**src/rtl/shift_buffer_ctrl_if.sv**
```systemverilog
// rtl/shift_buffer_ctrl_if.sv - column fetch, shift-buffer strobe and output handshake bundle
interface shift_buffer_ctrl_if #(
  parameter int ADDR_W = 8
);
  logic              mem_rd_en;
  logic [ADDR_W-1:0] mem_addr;
  logic              mem_ack;
  logic              sb_write_en;
  logic              sb_read_en;
  logic              out_ready;
  logic              out_valid;
  logic              out_last;

  modport master (
    output mem_rd_en, mem_addr, sb_write_en, sb_read_en, out_valid, out_last,
    input  mem_ack, out_ready
  );

  modport slave (
    input  mem_rd_en, mem_addr, sb_write_en, sb_read_en, out_valid, out_last,
    output mem_ack, out_ready
  );
endinterface

```
**src/rtl/shift_buffer_ctrl.sv**
```systemverilog
// rtl/shift_buffer_ctrl.sv - 4x4 sliding-window shift buffer sequencer
// Optional abort input enabled by SBC_ABORT_EN.
module shift_buffer_ctrl #(
  parameter int COLS   = 8,
  parameter int ADDR_W = 8
) (
  input  logic clk,
  input  logic rst,
  input  logic start,
`ifdef SBC_ABORT_EN
  input  logic abort,
`endif
  output logic busy,
  output logic done,
  shift_buffer_ctrl_if.master bus
);

  typedef enum logic [1:0] {S_IDLE, S_FETCH, S_READ, S_DONE} state_t;

  localparam logic [ADDR_W-1:0] LAST_COL = ADDR_W'(COLS - 1);

  state_t            state_q, state_d;
  logic [ADDR_W-1:0] col_q, col_d;
  logic [2:0]        loaded_q, loaded_d;
  logic [3:0]        rd_cnt_q, rd_cnt_d;
  logic              out_valid_q, out_valid_d;
  logic              out_last_q, out_last_d;
  logic              wr_en, rd_en;

  always_ff @(posedge clk or negedge rst) begin
    if (!rst) begin
      state_q     <= S_IDLE;
      col_q       <= '0;
      loaded_q    <= '0;
      rd_cnt_q    <= '0;
      out_valid_q <= 1'b0;
      out_last_q  <= 1'b0;
    end else begin
      state_q     <= state_d;
      col_q       <= col_d;
      loaded_q    <= loaded_d;
      rd_cnt_q    <= rd_cnt_d;
      out_valid_q <= out_valid_d;
      out_last_q  <= out_last_d;
    end
  end

  always_comb begin
    state_d  = state_q;
    col_d    = col_q;
    loaded_d = loaded_q;
    rd_cnt_d = rd_cnt_q;
    wr_en    = 1'b0;
    rd_en    = 1'b0;
    case (state_q)
      S_IDLE: begin
        if (start) begin
          state_d  = S_FETCH;
          col_d    = '0;
          loaded_d = '0;
        end
      end
      S_FETCH: begin
        if (bus.mem_ack) begin
          wr_en    = 1'b1;
          loaded_d = (loaded_q == 3'd4) ? 3'd4 : loaded_q + 3'd1;
          // Only the first window needs four columns; later windows slide by one.
          if (loaded_q < 3'd3) begin
            col_d = col_q + ADDR_W'(1);
          end else begin
            state_d  = S_READ;
            rd_cnt_d = '0;
          end
        end
      end
      S_READ: begin
        if (bus.out_ready) begin
          rd_en    = 1'b1;
          rd_cnt_d = rd_cnt_q + 4'd1;
          if (rd_cnt_q == 4'd15) begin
            if (col_q == LAST_COL) begin
              state_d = S_DONE;
            end else begin
              state_d = S_FETCH;
              col_d   = col_q + ADDR_W'(1);
            end
          end
        end
      end
      S_DONE: state_d = S_IDLE;
      default: state_d = S_IDLE;
    endcase
`ifdef SBC_ABORT_EN
    if (abort && state_q != S_IDLE) begin
      state_d  = S_IDLE;
      col_d    = '0;
      loaded_d = '0;
      rd_cnt_d = '0;
      wr_en    = 1'b0;
      rd_en    = 1'b0;
    end
`endif
    out_valid_d = rd_en;
    out_last_d  = rd_en && (rd_cnt_q == 4'd15);
  end

  assign busy            = (state_q != S_IDLE);
`ifdef SBC_ABORT_EN
  assign done            = (state_q == S_DONE) && !abort;
`else
  assign done            = (state_q == S_DONE);
`endif
  assign bus.mem_rd_en   = (state_q == S_FETCH);
  assign bus.mem_addr    = (state_q == S_FETCH) ? col_q : '0;
  assign bus.sb_write_en = wr_en;
  assign bus.sb_read_en  = rd_en;
  assign bus.out_valid   = out_valid_q;
  assign bus.out_last    = out_last_q;

endmodule

```
**src/flat_wrapper.sv**
```systemverilog
// flat-port wrapper written by rule: the top's interface ports become plain ports
module shift_buffer_ctrl_flat 
#(
  parameter int COLS   = 8,
  parameter int ADDR_W = 8
)
  (clk, rst, start, busy, done, bus_mem_rd_en, bus_mem_addr, bus_sb_write_en, bus_sb_read_en, bus_out_valid, bus_out_last, bus_mem_ack, bus_out_ready);
  shift_buffer_ctrl_if #(.ADDR_W(ADDR_W)) bus_i ();
  input  logic clk;
  input  logic rst;
  input  logic start;
  output logic busy;
  output logic done;
  output wire logic [$bits(bus_i.mem_rd_en)-1:0] bus_mem_rd_en;
  output wire logic [$bits(bus_i.mem_addr)-1:0] bus_mem_addr;
  output wire logic [$bits(bus_i.sb_write_en)-1:0] bus_sb_write_en;
  output wire logic [$bits(bus_i.sb_read_en)-1:0] bus_sb_read_en;
  output wire logic [$bits(bus_i.out_valid)-1:0] bus_out_valid;
  output wire logic [$bits(bus_i.out_last)-1:0] bus_out_last;
  input wire logic [$bits(bus_i.mem_ack)-1:0] bus_mem_ack;
  input wire logic [$bits(bus_i.out_ready)-1:0] bus_out_ready;
  assign bus_mem_rd_en = bus_i.mem_rd_en;
  assign bus_mem_addr = bus_i.mem_addr;
  assign bus_sb_write_en = bus_i.sb_write_en;
  assign bus_sb_read_en = bus_i.sb_read_en;
  assign bus_out_valid = bus_i.out_valid;
  assign bus_out_last = bus_i.out_last;
  assign bus_i.mem_ack = bus_mem_ack;
  assign bus_i.out_ready = bus_out_ready;
  shift_buffer_ctrl #(.COLS(COLS), .ADDR_W(ADDR_W)) u_core (.clk(clk), .rst(rst), .start(start), .busy(busy), .done(done), .bus(bus_i));
endmodule
```
**config.mk**
```make
export PLATFORM = sky130hd
export DESIGN_NAME = shift_buffer_ctrl_flat
export DESIGN_NICKNAME = d
export VERILOG_FILES = /design/src/rtl/shift_buffer_ctrl_if.sv /design/src/rtl/shift_buffer_ctrl.sv /design/src/flat_wrapper.sv
export SDC_FILE = /design/constraint.sdc
export NUM_CORES = 1
export LEC_CHECK = 0
export ABC_AREA = 1
export BUFFER_PORTS_ARGS = -buffer_cell sky130_fd_sc_hd__buf_2
export CORE_MARGIN = 4
export CORE_UTILIZATION = 40
export CTS_CLUSTER_DIAMETER = 30
export CTS_CLUSTER_SIZE = 25
export DETAILED_ROUTE_END_ITERATION = 6
export PLACE_DENSITY = 0.71
export SLEW_MARGIN = 30
export SYNTH_ARGS = -nofsm -noshare
export SYNTH_HDL_FRONTEND = slang
export SYNTH_SLANG_ARGS = --single-unit
```
**constraint.sdc**
```tcl
create_clock -name clk -period 1.86 [get_ports clk]
set_input_delay 0.372 -clock clk [delete_from_list [all_inputs] [get_ports clk]]
set_output_delay 0.372 -clock clk [all_outputs]
set_load 0.01 [all_outputs]
```
==> Word-level counts from Yosys, hierarchy flattened <==
Cells that the tools add are included.
{ "word_totals": {"regBits": 19, "in_bits": 5, "output_inout_bits": 15, "wordCells": 60} }
{ "classes": {"n_addsub": 3, "n_lt_le_gt_ge": 1, "eq_ne": 13, "n_mux": 27, "reduce_logical": 10} }
{ "op_table": {"columns": ["cell", "count"], "rows": [
  ["$mux 8", 7],
  ["$pmux 8 s3", 1],
  ["$mux 2", 6],
  ["$mux 4", 3],
  ["$mux 3", 3],
  ["$add 8x1->8 const B", 1],
  ["$eq 8x3->1 const B", 1],
  ["$ne 2x2->1 const B", 4],
  ["$pmux 2 s4", 1],
  ["$pmux 4 s2", 1],
  ["$reduce_and 7->1", 1],
  ["$ne 2x1->1 const B", 3],
  ["$pmux 3 s2", 1],
  ["$reduce_bool 2->1", 3],
  ["$reduce_and 5->1", 1],
  ["$add 4x1->4 const B", 1],
  ["$eq 2x2->1 const B", 2],
  ["$eq 4x4->1 const B", 1],
  ["$mux 1", 4],
  ["$reduce_and 4->1", 1],
  ["$add 3x1->3 const B", 1],
  ["$eq 3x3->1 const B", 1],
  ["$lt 3x2->1 const B", 1],
  ["$reduce_and 3->1", 1],
  ["other kinds (4)", 4]
]} }

==> Depth between registers and ports, before layout <==
Gate-level depths: netlist (run 1).
{ "logic_depth": {"depth_word": 5, "depth_mapped": 10, "ltp_nobuf": 9} }

==> Worst setup path before layout (run 1) <==
OpenSTA, ideal clock, no wires.
{ "synth_timing": {"kind": "flip-flop to output port", "from": "register u_core.state_q[1]", "to": "output port bus_mem_addr[2]", "arrival_time_ns": 1.195, "t_required_ns": 1.488, "path_slack_ns": 0.293, "stages_incl_launch_ff": 6, "cell_sequence": "dfrtp_1 > inv_1 > ha_1 > buf_6 > nand2_1 > inv_1"} }
{ "synth_via": {"elab_chain_cells": 2} }
{ "synth_lines": {"columns": ["item", "line", "rtl"], "rows": [
  ["start, declared", "shift_buffer_ctrl.sv:22", "state_t state_q, state_d;"],
  ["start signal, assigned", "shift_buffer_ctrl.sv:39", "state_q <= state_d;"],
  ["$eq 2x1->1", null, null],
  ["via bus_mem_rd_en", "flat_wrapper.sv:14", "output wire logic [$bits(bus_i.mem_rd_en)-1:0] bus_mem_rd_en;"],
  ["$mux 8", "shift_buffer_ctrl.sv:114", "assign bus.mem_addr = (state_q == S_FETCH) ? col_q : '0;"],
  ["end, declared", "flat_wrapper.sv:15", "output wire logic [$bits(bus_i.mem_addr)-1:0] bus_mem_addr;"]
]} }
The timed path passes the listed nets, and every way through them passes these cells.

==> Final worst setup path (run 1) <==
{ "layout_timing": {"from": "register u_core.state_q[1]", "to": "output port bus_mem_addr[2]"} }
{ "layout_via": {"elab_chain_cells": 2} }
{ "layout_lines": {"columns": ["item", "line"], "rows": [
  ["$eq 2x1->1", "shift_buffer_ctrl.sv:114"],
  ["$mux 8", "shift_buffer_ctrl.sv:114"]
]} }
No other way between the ends.

==> results of run 1 <==
## worst max path at each step
stage | start | end | slack [ps] | cells after the start
after global placement | u_core.state_q[0] | u_core.col_q[6] | 180 | 9
after CTS | u_core.state_q[1] | bus_sb_write_en | 10 | 6
after floorplan | u_core.state_q[1] | bus_mem_addr[2] | 290 | 5
after detailed placement | u_core.state_q[1] | u_core.col_q[6] | 160 | 9
after global routing | u_core.state_q[0] | bus_sb_read_en | -5 | 5
final | u_core.state_q[1] | bus_mem_addr[2] | 120 | 6
## layout by cell type (no fill, tap or decap), drive strengths merged, types with 3 or more instances in the layout
cell type	n
nor2	19
o21ai	8
nand3	10
dfrtp	19
nand2	79
a21oi	6
inv	33
ha	9
clkbuf	3
buf	23
## per-stage QoR
| step | power [uW] | cell area, sq um |
|---|---|---|
| floorplan | 1430 | 1390 |
| global placement | 1700 | 1540 |
| detailed placement | 1710 | 1540 |
| CTS | 1980 | 1600 |
| global route | 2180 | 1610 |
| finish | 2000 | 1610 |
## cell type report
type                       count  area [sq um]  share of cell area
tap                           46          57.6              0.0357
inverter                      34           128              0.0791
clock buffer                   3          22.5              0.0140
timing repair buffer          23           138              0.0853
multi-input combinational    140           785               0.486
sequential                    19           478               0.296
clock inverter                 1          5.00             0.00310
## repair_timing
item / CTS / global route
setup buffers: 0 / 2
endpoints found under the setup margin: 7 / 6
gates resized for setup: 5 / 3
## metal layers
metal / global-route usage / part of all wire / routed length [um] / up-vias
li1: - / - / - / 643
met1: 0.170 / 0.44 / 1260 / 543
met2: 0.233 / 0.48 / 1360 / 33
met3: 0.0219 / 0.050 / 141 / 9
met4: 0.0658 / 0.025 / 71 / 0
met5: 0 / 0 / 0 / -
## worst register-to-register path, delay by kind of cell (launching register included)
| family | cells | cell delay, ps |
|---|---|---|
| fa+ha+maj | 1 | 220 |
| simple gates | 6 | 710 |
| flops | 1 | 450 |
| buf+inv | 1 | 80 |
## flip-flops by register name, summed over array words and instances (netlist names)
name                  cells
u_core.bus.out_valid      1
u_core.bus.out_last       1
u_core.rd_cnt_q           4
u_core.state_q            2
u_core.loaded_q           3
u_core.col_q              8
## synthesized netlist by cell type (all sizes together)
| cell type | number | area, sq um |
|---|---|---|
| nand2 | 79 | 324 |
| inv | 33 | 124 |
| dfrtp | 19 | 475 |
| nor2 | 19 | 103 |
| nand3 | 10 | 67.6 |
| ha | 9 | 113 |
| o21ai | 8 | 40.0 |
| a21oi | 6 | 45.1 |
| buf | 3 | 27.5 |
| nand4 | 2 | 18.8 |
| nor3 | 2 | 10.0 |
| o22ai | 2 | 12.5 |
| xor2 | 2 | 17.5 |
| clkinv | 1 | 3.75 |
| xnor2 | 1 | 8.76 |
## report_power, final
part	leakage (uW)	switching (uW)	internal, uW
registers	0.000256	97.1	498
clock network	0.0000177	139	80.1
logic	0.000657	735	447
## cell families after synthesis
kind of cell | count (synthesis)
compound gates | 16
xor+xnor | 3
fa+ha+maj | 9
buf+inv | 37
flops | 19
simple gates | 112
==> metrics.txt, run 1 <==
# TYPE chip_impl_metric gauge
chip_impl_metric{name="netlist-cell-type-count",unit=""} 28
chip_impl_metric{name="powerDensity",unit="mW/mm^2"} 1240
chip_impl_metric{name="timing_worst_slew_pin_value",unit="ps"} 423
chip_impl_metric{name="cts_buffers",unit=""} 3
chip_impl_metric{name="finalWorstPathRequiredPeriod",unit="ps"} 1740
chip_impl_info{name="synth_top_family_by_area",value="simple AND/OR/NAND/NOR gates"} 1
chip_impl_metric{name="normalized_max_slew_margin",unit=""} 0.718
chip_impl_metric{name="synth.mux.area_fraction",unit=""} 0
chip_impl_info{name="crit_family",value="flip-flops"} 1
chip_impl_metric{name="setup-tns-final",unit="ps"} 0
chip_impl_metric{name="initial_antenna_violation_count",unit=""} 0
chip_impl_metric{name="synthesis.yosys.warnings",unit=""} 0
chip_impl_metric{name="vdd_drop_max",unit="mV"} 0.402
chip_impl_metric{name="xor_xnor_fraction_of_synth_area",unit=""} 0.0189
chip_impl_metric{name="core",unit="sq mm"} 0.00334
chip_impl_metric{name="power_leakage",unit="uW"} 0.000931
chip_impl_metric{name="grt-ovfl-total",unit=""} 0
chip_impl_metric{name="count_of_standard_cell_rows",unit=""} 21
chip_impl_metric{name="die_w",unit="um"} 67.0
chip_impl_metric{name="worst_skew_pair.late_latency",unit="ps"} 300
chip_impl_metric{name="drt_wl_total",unit="um"} 2840
chip_impl_metric{name="layoutNonFillerInstCount",unit=""} 266
chip_impl_metric{name="clkTransAtPathRegs",unit="ps"} 120
chip_impl_info{name="crit_path_end_kind",value="output pin"} 1
chip_impl_metric{name="floorplan.initialDensity",unit=""} 0.417
chip_impl_metric{name="antenna_left",unit=""} 0
chip_impl_metric{name="final_util",unit=""} 0.483
chip_impl_metric{name="maxClockFrequency",unit="MHz"} 575
chip_impl_metric{name="place.gp.congestion",unit=""} 0.892
chip_impl_metric{name="ys_seq_elements",unit=""} 19
chip_impl_metric{name="detailedPlacementHpwl",unit="um"} 2100
chip_impl_metric{name="final_net_count",unit=""} 235
chip_impl_metric{name="cts.htree.levels",unit=""} 1
chip_impl_metric{name="crit_path_max_fanout",unit=""} 11
chip_impl_info{name="cts_tree",value="done"} 1
chip_impl_metric{name="mapped_nets",unit=""} 210
chip_impl_info{name="timing.rr.start",value="u_core.state_q[0]"} 1
chip_impl_metric{name="post-route-period-util",unit=""} 0.935
chip_impl_info{name="cts-root-buf",value="clkbuf_4"} 1
chip_impl_metric{name="postSynthCellCount",unit=""} 196
chip_impl_metric{name="numPortBuffers",unit=""} 19
chip_impl_metric{name="detailedRoute.firstIterationViolations",unit=""} 57
chip_impl_metric{name="timing_max_transition_violations_final",unit=""} 0
chip_impl_metric{name="seq_area_frac_synth",unit=""} 0.342
chip_impl_metric{name="viasPerCell",unit=""} 4.62
chip_impl_metric{name="synth_fa_ha_area_frac",unit=""} 0.0810
chip_impl_metric{name="worst-endpoint-required",unit="ps"} 1490
chip_impl_metric{name="via_count",unit=""} 1228
chip_impl_metric{name="fillerInstances",unit=""} 356
chip_impl_metric{name="minimum_setup_slack_after_placement",unit="ps"} 159
chip_impl_info{name="worst_path_max_delay_cell",value="dfrtp_2"} 1
chip_impl_metric{name="route.detailed.drc",unit=""} 0
chip_impl_metric{name="cp_slowest_stage_delay",unit="ps"} 450
chip_impl_metric{name="die_area",unit="sq mm"} 0.00448
chip_impl_metric{name="final_layout_size_suffix_gt1_frac",unit=""} 0.268
chip_impl_metric{name="grt_pass1_wl",unit="um"} 4750
chip_impl_metric{name="pin_count_of_the_biggest_net_entering_global_routing",unit=""} 20
chip_impl_metric{name="synthSimpleGateAreaFrac",unit=""} 0.376
chip_impl_metric{name="wl_per_cell",unit="um"} 10.7
chip_impl_metric{name="skew",unit="ps"} 2.76
chip_impl_info{name="reg2reg_to",value="u_core.col_q[6]"} 1
chip_impl_metric{name="setup_violations",unit=""} 0
chip_impl_metric{name="clockBufferDepth",unit=""} 2
chip_impl_info{name="hold_class",value="input port to asynchronous set/reset pin"} 1
chip_impl_metric{name="place_inst",unit=""} 260
chip_impl_metric{name="report.final.hold_viol_count",unit=""} 19
chip_impl_info{name="worst_setup_path_start_kind",value="register"} 1
chip_impl_metric{name="critPathArrivalTime",unit="ps"} 1370
chip_impl_metric{name="num_io_pins",unit=""} 20
chip_impl_info{name="failed_checks",value="negative hold slack"} 1
chip_impl_metric{name="die_h",unit="um"} 67.0
chip_impl_metric{name="buffer_and_inverter_count_on_the_worst_path",unit=""} 4
chip_impl_metric{name="area_growth",unit="%"} 16.0
chip_impl_metric{name="synth_compound_gate_area_share",unit=""} 0.0702
chip_impl_metric{name="fin_hold_ws",unit="ps"} -15.3
chip_impl_metric{name="synth_area_per_inst",unit="sq um"} 7.09
chip_impl_metric{name="numClockSinks",unit=""} 19
chip_impl_info{name="critical_path_class",value="register to output pin"} 1
chip_impl_metric{name="track_usage",unit=""} 0.138
chip_impl_metric{name="synthesis.area",unit="sq mm"} 0.00139
chip_impl_metric{name="setup_ws",unit="ps"} 122
chip_impl_metric{name="firstDrtPassIters",unit=""} 6
chip_impl_metric{name="num_antenna_cells",unit=""} 0
chip_impl_info{name="status",value="finished, violations left"} 1
chip_impl_metric{name="first_global_vias",unit=""} 1119
chip_impl_metric{name="cts-hold-fix-buffers",unit=""} 0
chip_impl_info{name="cp_cell_sequence",value="inv_2, ha_4, buf_12, nand2_1, inv_1, buf_2"} 1
chip_impl_metric{name="reg2reg_depth",unit=""} 8
chip_impl_metric{name="max_cap_viols",unit=""} 0
chip_impl_metric{name="ff2ff_setup_slack",unit="ps"} 310
No activity file was read; power rests on OpenSTA's default activity.
==> run 2, diff against run 1 <==
--- a/config.mk
+++ b/config.mk
@@ -7,6 +7,7 @@
 export LEC_CHECK = 0
 export ABC_AREA = 1
 export BUFFER_PORTS_ARGS = -buffer_cell sky130_fd_sc_hd__buf_2
+export CORE_ASPECT_RATIO = 1.5
 export CORE_MARGIN = 4
 export CORE_UTILIZATION = 40
 export CTS_CLUSTER_DIAMETER = 30
==> run 2 against run 1 <==
Compared with the run above: the flow now finishes without violations; largest cell class unchanged; total power is 1.5% higher; clock power is 36% higher; largest power group unchanged; via count is 0.33% higher; register-to-register slack worse by 150 ps.
==> metrics.txt, run 2 (synthesis results as in run 1) <==
# TYPE chip_impl_metric gauge
chip_impl_metric{name="timing_worst_slew_pin_value",unit="ps"} 449
chip_impl_info{name="cts_tree",value="done"} 1
chip_impl_metric{name="core",unit="sq mm"} 0.00338
chip_impl_metric{name="grt_pass1_wl",unit="um"} 4970
chip_impl_metric{name="layoutNonFillerInstCount",unit=""} 260
chip_impl_metric{name="timing_max_transition_violations_final",unit=""} 0
chip_impl_metric{name="detailedPlacementHpwl",unit="um"} 2190
chip_impl_metric{name="vdd_drop_max",unit="mV"} 0.587
chip_impl_info{name="rsz_0062_raised_after_global_routing",value="true"} 1
chip_impl_metric{name="route.detailed.drc",unit=""} 0
chip_impl_info{name="cts-root-buf",value="clkbuf_8"} 1
chip_impl_metric{name="minimum_setup_slack_after_placement",unit="ps"} 155
chip_impl_metric{name="final_layout_size_suffix_gt1_frac",unit=""} 0.252
chip_impl_metric{name="floorplan.initialDensity",unit=""} 0.411
chip_impl_metric{name="numPortBuffers",unit=""} 19
chip_impl_metric{name="normalized_max_slew_margin",unit=""} 0.700
chip_impl_metric{name="worst_skew_pair.late_latency",unit="ps"} 260
chip_impl_info{name="regMostFlops",value="u_core.col_q"} 1
chip_impl_metric{name="detailedRoute.firstIterationViolations",unit=""} 29
chip_impl_info{name="final_common_cell",value="nand2_1"} 1
chip_impl_metric{name="powerDensity",unit="mW/mm^2"} 1270
chip_impl_metric{name="antenna_left",unit=""} 0
chip_impl_metric{name="clkTransAtPathRegs",unit="ps"} 80
chip_impl_metric{name="drt_wl_total",unit="um"} 2860
chip_impl_metric{name="finalWorstPathRequiredPeriod",unit="ps"} 1780
chip_impl_metric{name="fillerInstances",unit=""} 354
chip_impl_metric{name="die_h",unit="um"} 80.2
chip_impl_metric{name="firstDrtPassIters",unit=""} 4
chip_impl_metric{name="place_inst",unit=""} 256
chip_impl_metric{name="power_leakage",unit="uW"} 0.000928
chip_impl_info{name="crit_path_end_kind",value="output pin"} 1
chip_impl_metric{name="area_growth",unit="%"} 15.2
chip_impl_metric{name="initial_antenna_violation_count",unit=""} 0
chip_impl_info{name="worst_setup_path_start_kind",value="register"} 1
chip_impl_metric{name="cts.repair_timing.setup_buffer_count",unit=""} 0
chip_impl_metric{name="skew",unit="ps"} 2.37
chip_impl_metric{name="worst-endpoint-required",unit="ps"} 1490
chip_impl_metric{name="wl_per_cell",unit="um"} 11.0
chip_impl_metric{name="cts_buffers",unit=""} 3
chip_impl_info{name="status",value="finished clean"} 1
chip_impl_metric{name="viasPerCell",unit=""} 4.74
chip_impl_metric{name="cts.htree.levels",unit=""} 1
chip_impl_metric{name="flip_flop_count_of_the_largest_register_all_copies_and_words_added",unit=""} 8
chip_impl_metric{name="die_w",unit="um"} 56.1
chip_impl_metric{name="report.final.hold_viol_count",unit=""} 0
chip_impl_info{name="hold_class",value="input port to asynchronous set/reset pin"} 1
chip_impl_metric{name="first_global_vias",unit=""} 1151
chip_impl_metric{name="count_of_standard_cell_rows",unit=""} 26
chip_impl_metric{name="numClockSinks",unit=""} 19
chip_impl_metric{name="critPathArrivalTime",unit="ps"} 1410
chip_impl_metric{name="place.gp.congestion",unit=""} 0.835
chip_impl_metric{name="num_io_pins",unit=""} 20
chip_impl_metric{name="via_count",unit=""} 1232
chip_impl_metric{name="cts-hold-fix-buffers",unit=""} 0
chip_impl_metric{name="pin_count_of_the_biggest_net_entering_global_routing",unit=""} 20
chip_impl_metric{name="clockBufferDepth",unit=""} 2
chip_impl_metric{name="post-route-period-util",unit=""} 0.956
chip_impl_info{name="biggestRegsByFlops",value="u_core.col_q x8, u_core.rd_cnt_q x4, u_core.loaded_q x3"} 1
chip_impl_metric{name="final_net_count",unit=""} 233
chip_impl_metric{name="crit_path_max_fanout",unit=""} 11
chip_impl_info{name="critical_path_class",value="register to output pin"} 1
chip_impl_metric{name="num_antenna_cells",unit=""} 0
chip_impl_metric{name="grt-ovfl-total",unit=""} 0
chip_impl_metric{name="fin_hold_ws",unit="ps"} 47.8
chip_impl_info{name="mostFrequentLayoutCells",value="nand2_1 (70), inv_1 (25), buf_2 (19)"} 1
chip_impl_metric{name="setup_ws",unit="ps"} 81.6
chip_impl_metric{name="sequential_cell_area",unit="sq um"} 477
chip_impl_metric{name="track_usage",unit=""} 0.139
chip_impl_metric{name="maxClockFrequency",unit="MHz"} 562
chip_impl_metric{name="max_cap_viols",unit=""} 0
chip_impl_metric{name="ff2ff_setup_slack",unit="ps"} 160
chip_impl_metric{name="die_area",unit="sq mm"} 0.00450
chip_impl_metric{name="multi_input_area",unit="sq um"} 785
chip_impl_metric{name="setup_violations",unit=""} 0
-- run 2: critical path, cell delays in order (launching register included) --
cell,delay [ps]
dfrtp_1,460
inv_1,180
ha_4,230
nand2_1,80
inv_1,70
buf_2,120
-- run 2: final timing paths --
kind / startpoint / to / depth (start not counted)
max: u_core.state_q[0] / bus_sb_read_en / 5
min: rst / u_core.loaded_q[0] / 1
max reg2reg: u_core.state_q[0] / u_core.col_q[7] / 8
min reg2reg: u_core.rd_cnt_q[1] / u_core.rd_cnt_q[1] / 2
max in group asynchronous: rst / u_core.state_q[1] / 1
min in group clk: bus_out_ready / u_core.bus.out_valid / 3
-- run 2: power by group --
group	switching (uW)	internal [uW]	leakage, uW
clock	149	149	0.0000255
combinational	716	411	0.000645
sequential	106	496	0.000257
-- run 2: repair_timing --
item	4_1_cts	5_1_grt
setup endpoints to repair	5	9
pin swaps	0	0
gates resized for setup	2	5
-- run 2: metrics by stage --
step / TNS, ps / utilization / cell area, sq um / power, uW
finish: 0 / 0.473 / 1600 / 2030
floorplan: 0 / - / 1390 / 1430
global route: -14.7 / 0.473 / 1600 / 2220
CTS: 0 / 0.466 / 1580 / 2000
global placement: 0 / 0.451 / 1530 / 1670
detailed placement: 0 / 0.451 / 1530 / 1690
-- run 2: area by class of cell --
type / count / share of cell area
Multi-Input combinational cell: 140 / 0.490
Tap cell: 42 / 0.0328
Clock inverter: 1 / 0.00312
Clock buffer: 3 / 0.0258
Sequential cell: 19 / 0.298
Timing Repair Buffer: 21 / 0.0711
Inverter: 34 / 0.0797
-- run 2: metal layers --
metal  share of wire  vias up  track usage
li1                -      640            -
met5               0        -            0
met3           0.044        6       0.0257
met1            0.43      563        0.159
met4           0.021        0       0.0665
met2            0.50       23        0.245
==> run 3, diff against run 2 <==
--- a/config.mk
+++ b/config.mk
@@ -14,6 +14,7 @@
 export CTS_CLUSTER_SIZE = 25
 export DETAILED_ROUTE_END_ITERATION = 6
 export PLACE_DENSITY = 0.71
+export RECOVER_POWER = 100
 export SLEW_MARGIN = 30
 export SYNTH_ARGS = -nofsm -noshare
 export SYNTH_HDL_FRONTEND = slang
==> run 3 against run 2 <==
Compared with the run above: sequential cell count is the same; non-clock buffer count is the same; clock skew unchanged; clock power barely moved; count of clock-buffer cells in the layout unchanged; final area is 0.23% lower; final cell count stayed put; global-route usage did not move; via count did not move; combinational power is essentially flat; utilization decreased by 0.11 points.
==> metrics.txt, run 3 (synthesis results as in run 1) <==
# TYPE chip_impl_metric gauge
chip_impl_metric{name="detailedRoute.firstIterationViolations",unit=""} 29
chip_impl_metric{name="normalized_max_slew_margin",unit=""} 0.286
chip_impl_metric{name="powerDensity",unit="mW/mm^2"} 1270
chip_impl_metric{name="setup_violations",unit=""} 0
chip_impl_metric{name="setup_ws",unit="ps"} 81.6
chip_impl_metric{name="seq_power_share",unit=""} 0.297
chip_impl_metric{name="clockBufferDepth",unit=""} 2
chip_impl_metric{name="die_h",unit="um"} 80.2
chip_impl_info{name="regMostFlops",value="u_core.col_q"} 1
chip_impl_metric{name="die_w",unit="um"} 56.1
chip_impl_metric{name="flip_flop_count_of_the_largest_register_all_copies_and_words_added",unit=""} 8
chip_impl_metric{name="share_clk_of_total_power",unit=""} 0.147
chip_impl_info{name="biggestRegsByFlops",value="u_core.col_q x8, u_core.rd_cnt_q x4, u_core.loaded_q x3"} 1
chip_impl_metric{name="timing_worst_slew_pin_value",unit="ps"} 1070
chip_impl_metric{name="num_antenna_cells",unit=""} 0
chip_impl_metric{name="route.detailed.drc",unit=""} 0
chip_impl_metric{name="count_of_standard_cell_rows",unit=""} 26
chip_impl_metric{name="vdd_drop_max",unit="mV"} 0.587
chip_impl_metric{name="critPathArrivalTime",unit="ps"} 1410
chip_impl_metric{name="track_usage",unit=""} 0.139
chip_impl_info{name="mostFrequentLayoutCells",value="nand2_1 (70), inv_1 (25), dfrtp_1 (18)"} 1
chip_impl_info{name="status",value="finished clean"} 1
chip_impl_metric{name="dpl-instance-area",unit="sq mm"} 0.00153
chip_impl_info{name="cts_tree",value="done"} 1
chip_impl_metric{name="maxClockFrequency",unit="MHz"} 562
chip_impl_metric{name="worst-endpoint-required",unit="ps"} 1490
chip_impl_metric{name="max_cap_viols",unit=""} 0
chip_impl_metric{name="drt_wl_total",unit="um"} 2850
chip_impl_metric{name="final_net_count",unit=""} 233
chip_impl_metric{name="finalInstanceArea",unit="sq mm"} 0.00160
chip_impl_metric{name="clkTransAtPathRegs",unit="ps"} 80
chip_impl_metric{name="numClockSinks",unit=""} 19
chip_impl_metric{name="core",unit="sq mm"} 0.00338
chip_impl_metric{name="area_growth",unit="%"} 14.9
chip_impl_metric{name="skew",unit="ps"} 2.37
chip_impl_metric{name="antenna_left",unit=""} 0
chip_impl_metric{name="die_area",unit="sq mm"} 0.00450
chip_impl_metric{name="finalWorstPathRequiredPeriod",unit="ps"} 1780
chip_impl_metric{name="minimum_setup_slack_after_placement",unit="ps"} 155
chip_impl_metric{name="first_global_vias",unit=""} 1151
chip_impl_metric{name="detailedPlacementHpwl",unit="um"} 2190
chip_impl_metric{name="num_io_pins",unit=""} 20
chip_impl_info{name="worst_setup_path_start_kind",value="register"} 1
chip_impl_metric{name="crit_path_max_fanout",unit=""} 11
chip_impl_metric{name="numPortBuffers",unit=""} 19
chip_impl_metric{name="wl_per_cell",unit="um"} 11.0
chip_impl_info{name="final_common_cell",value="nand2_1"} 1
chip_impl_metric{name="cts_buffers",unit=""} 3
chip_impl_metric{name="timing_max_transition_violations_final",unit=""} 0
chip_impl_metric{name="power_leakage",unit="uW"} 0.000916
chip_impl_metric{name="initial_antenna_violation_count",unit=""} 0
chip_impl_metric{name="power_switching",unit="uW"} 970
chip_impl_metric{name="post-route-period-util",unit=""} 0.956
chip_impl_info{name="hold_class",value="input port to asynchronous set/reset pin"} 1
chip_impl_metric{name="comb_power_share",unit=""} 0.556
chip_impl_metric{name="firstDrtPassIters",unit=""} 4
chip_impl_metric{name="grt-ovfl-total",unit=""} 0
chip_impl_metric{name="worst_skew_pair.late_latency",unit="ps"} 260
chip_impl_metric{name="place.gp.congestion",unit=""} 0.835
chip_impl_metric{name="pin_count_of_the_biggest_net_entering_global_routing",unit=""} 20
chip_impl_metric{name="p_sw_frac",unit=""} 0.479
chip_impl_info{name="cts-root-buf",value="clkbuf_8"} 1
chip_impl_metric{name="viasPerCell",unit=""} 4.74
chip_impl_metric{name="report.final.hold_viol_count",unit=""} 0
chip_impl_metric{name="cts.htree.levels",unit=""} 1
chip_impl_metric{name="internal_power",unit="uW"} 1050
chip_impl_metric{name="total_power",unit="uW"} 2020
chip_impl_metric{name="grt_pass1_wl",unit="um"} 4970
chip_impl_metric{name="final_layout_size_suffix_gt1_frac",unit=""} 0.239
chip_impl_metric{name="fillerInstances",unit=""} 353
chip_impl_metric{name="cts.repair_timing.setup_buffer_count",unit=""} 0
chip_impl_metric{name="via_count",unit=""} 1232
chip_impl_metric{name="floorplan.initialDensity",unit=""} 0.411
chip_impl_info{name="critical_path_class",value="register to output pin"} 1
chip_impl_info{name="crit_path_end_kind",value="output pin"} 1
chip_impl_info{name="rsz_0062_raised_after_global_routing",value="true"} 1
## run 3: per-stage QoR
stage | setup TNS (ps) | utilization | std cells | hold slack, ps
2_1_floorplan | 0 | - | 196 | 76.4
3_3_place_gp | 0 | 0.451 | 256 | 348
3_5_place_dp | 0 | 0.451 | 256 | 352
4_1_cts | 0 | 0.466 | 260 | 66.1
5_1_grt | -14.7 | 0.472 | 260 | 365
6_report | 0 | 0.472 | 260 | 282
## run 3: path summary, 6_finish.rpt
check | slack [ps] | to | startpoint | cells past startpoint
setup reg to reg | 160 | u_core.col_q[7] | u_core.state_q[0] | 8
max in group asynchronous | 860 | u_core.state_q[1] | rst | 1
hold / removal | 280 | u_core.loaded_q[0] | rst | 1
min in group clk | 350 | u_core.bus.out_valid | bus_out_ready | 3
hold reg to reg | 530 | u_core.rd_cnt_q[1] | u_core.rd_cnt_q[1] | 2
setup / recovery | 80 | bus_sb_read_en | u_core.state_q[0] | 5
## run 3: layer usage
| layer | wire [um] | global-route usage | up-vias |
|---|---|---|---|
| met1 | 1230 | 0.159 | 563 |
| met5 | 0 | 0 | - |
| met3 | 128 | 0.0257 | 6 |
| li1 | - | - | 640 |
| met2 | 1440 | 0.245 | 23 |
| met4 | 61 | 0.0665 | 0 |
## run 3: critical path, cell delays in order, from the launching register on
cell,delay (ps)
dfrtp_1,460
inv_1,180
ha_4,230
nand2_1,80
inv_1,70
buf_2,120
## run 3: final cells by class
| class | instances | area [sq um] | area share |
|---|---|---|---|
| clock buffers | 3 | 41.3 | 0.0258 |
| repair buffers | 21 | 110 | 0.0689 |
| well taps | 42 | 52.6 | 0.0329 |
| clock inverters | 1 | 5.00 | 0.00313 |
| multi-input cells | 140 | 785 | 0.491 |
| flip-flops and latches | 19 | 477 | 0.298 |
| inverters | 34 | 128 | 0.0799 |
## run 3: power by group through the flow
stage / combinational, uW / clock (uW) / sequential, uW
6_report: 1130 / 298 / 602
5_1_grt: 1280 / 329 / 615
4_1_cts: 1110 / 306 / 586
3_5_place_dp: 1090 / 0 / 594
3_3_place_gp: 1080 / 0 / 593
2_1_floorplan: 852 / 0 / 575
## run 3: what timing repair did
action                                  4_1_cts  5_1_grt
endpoints found under the setup margin        5        9
gates resized for setup                       2        5
pin swaps                                     0        0
hold buffers                                  0        0
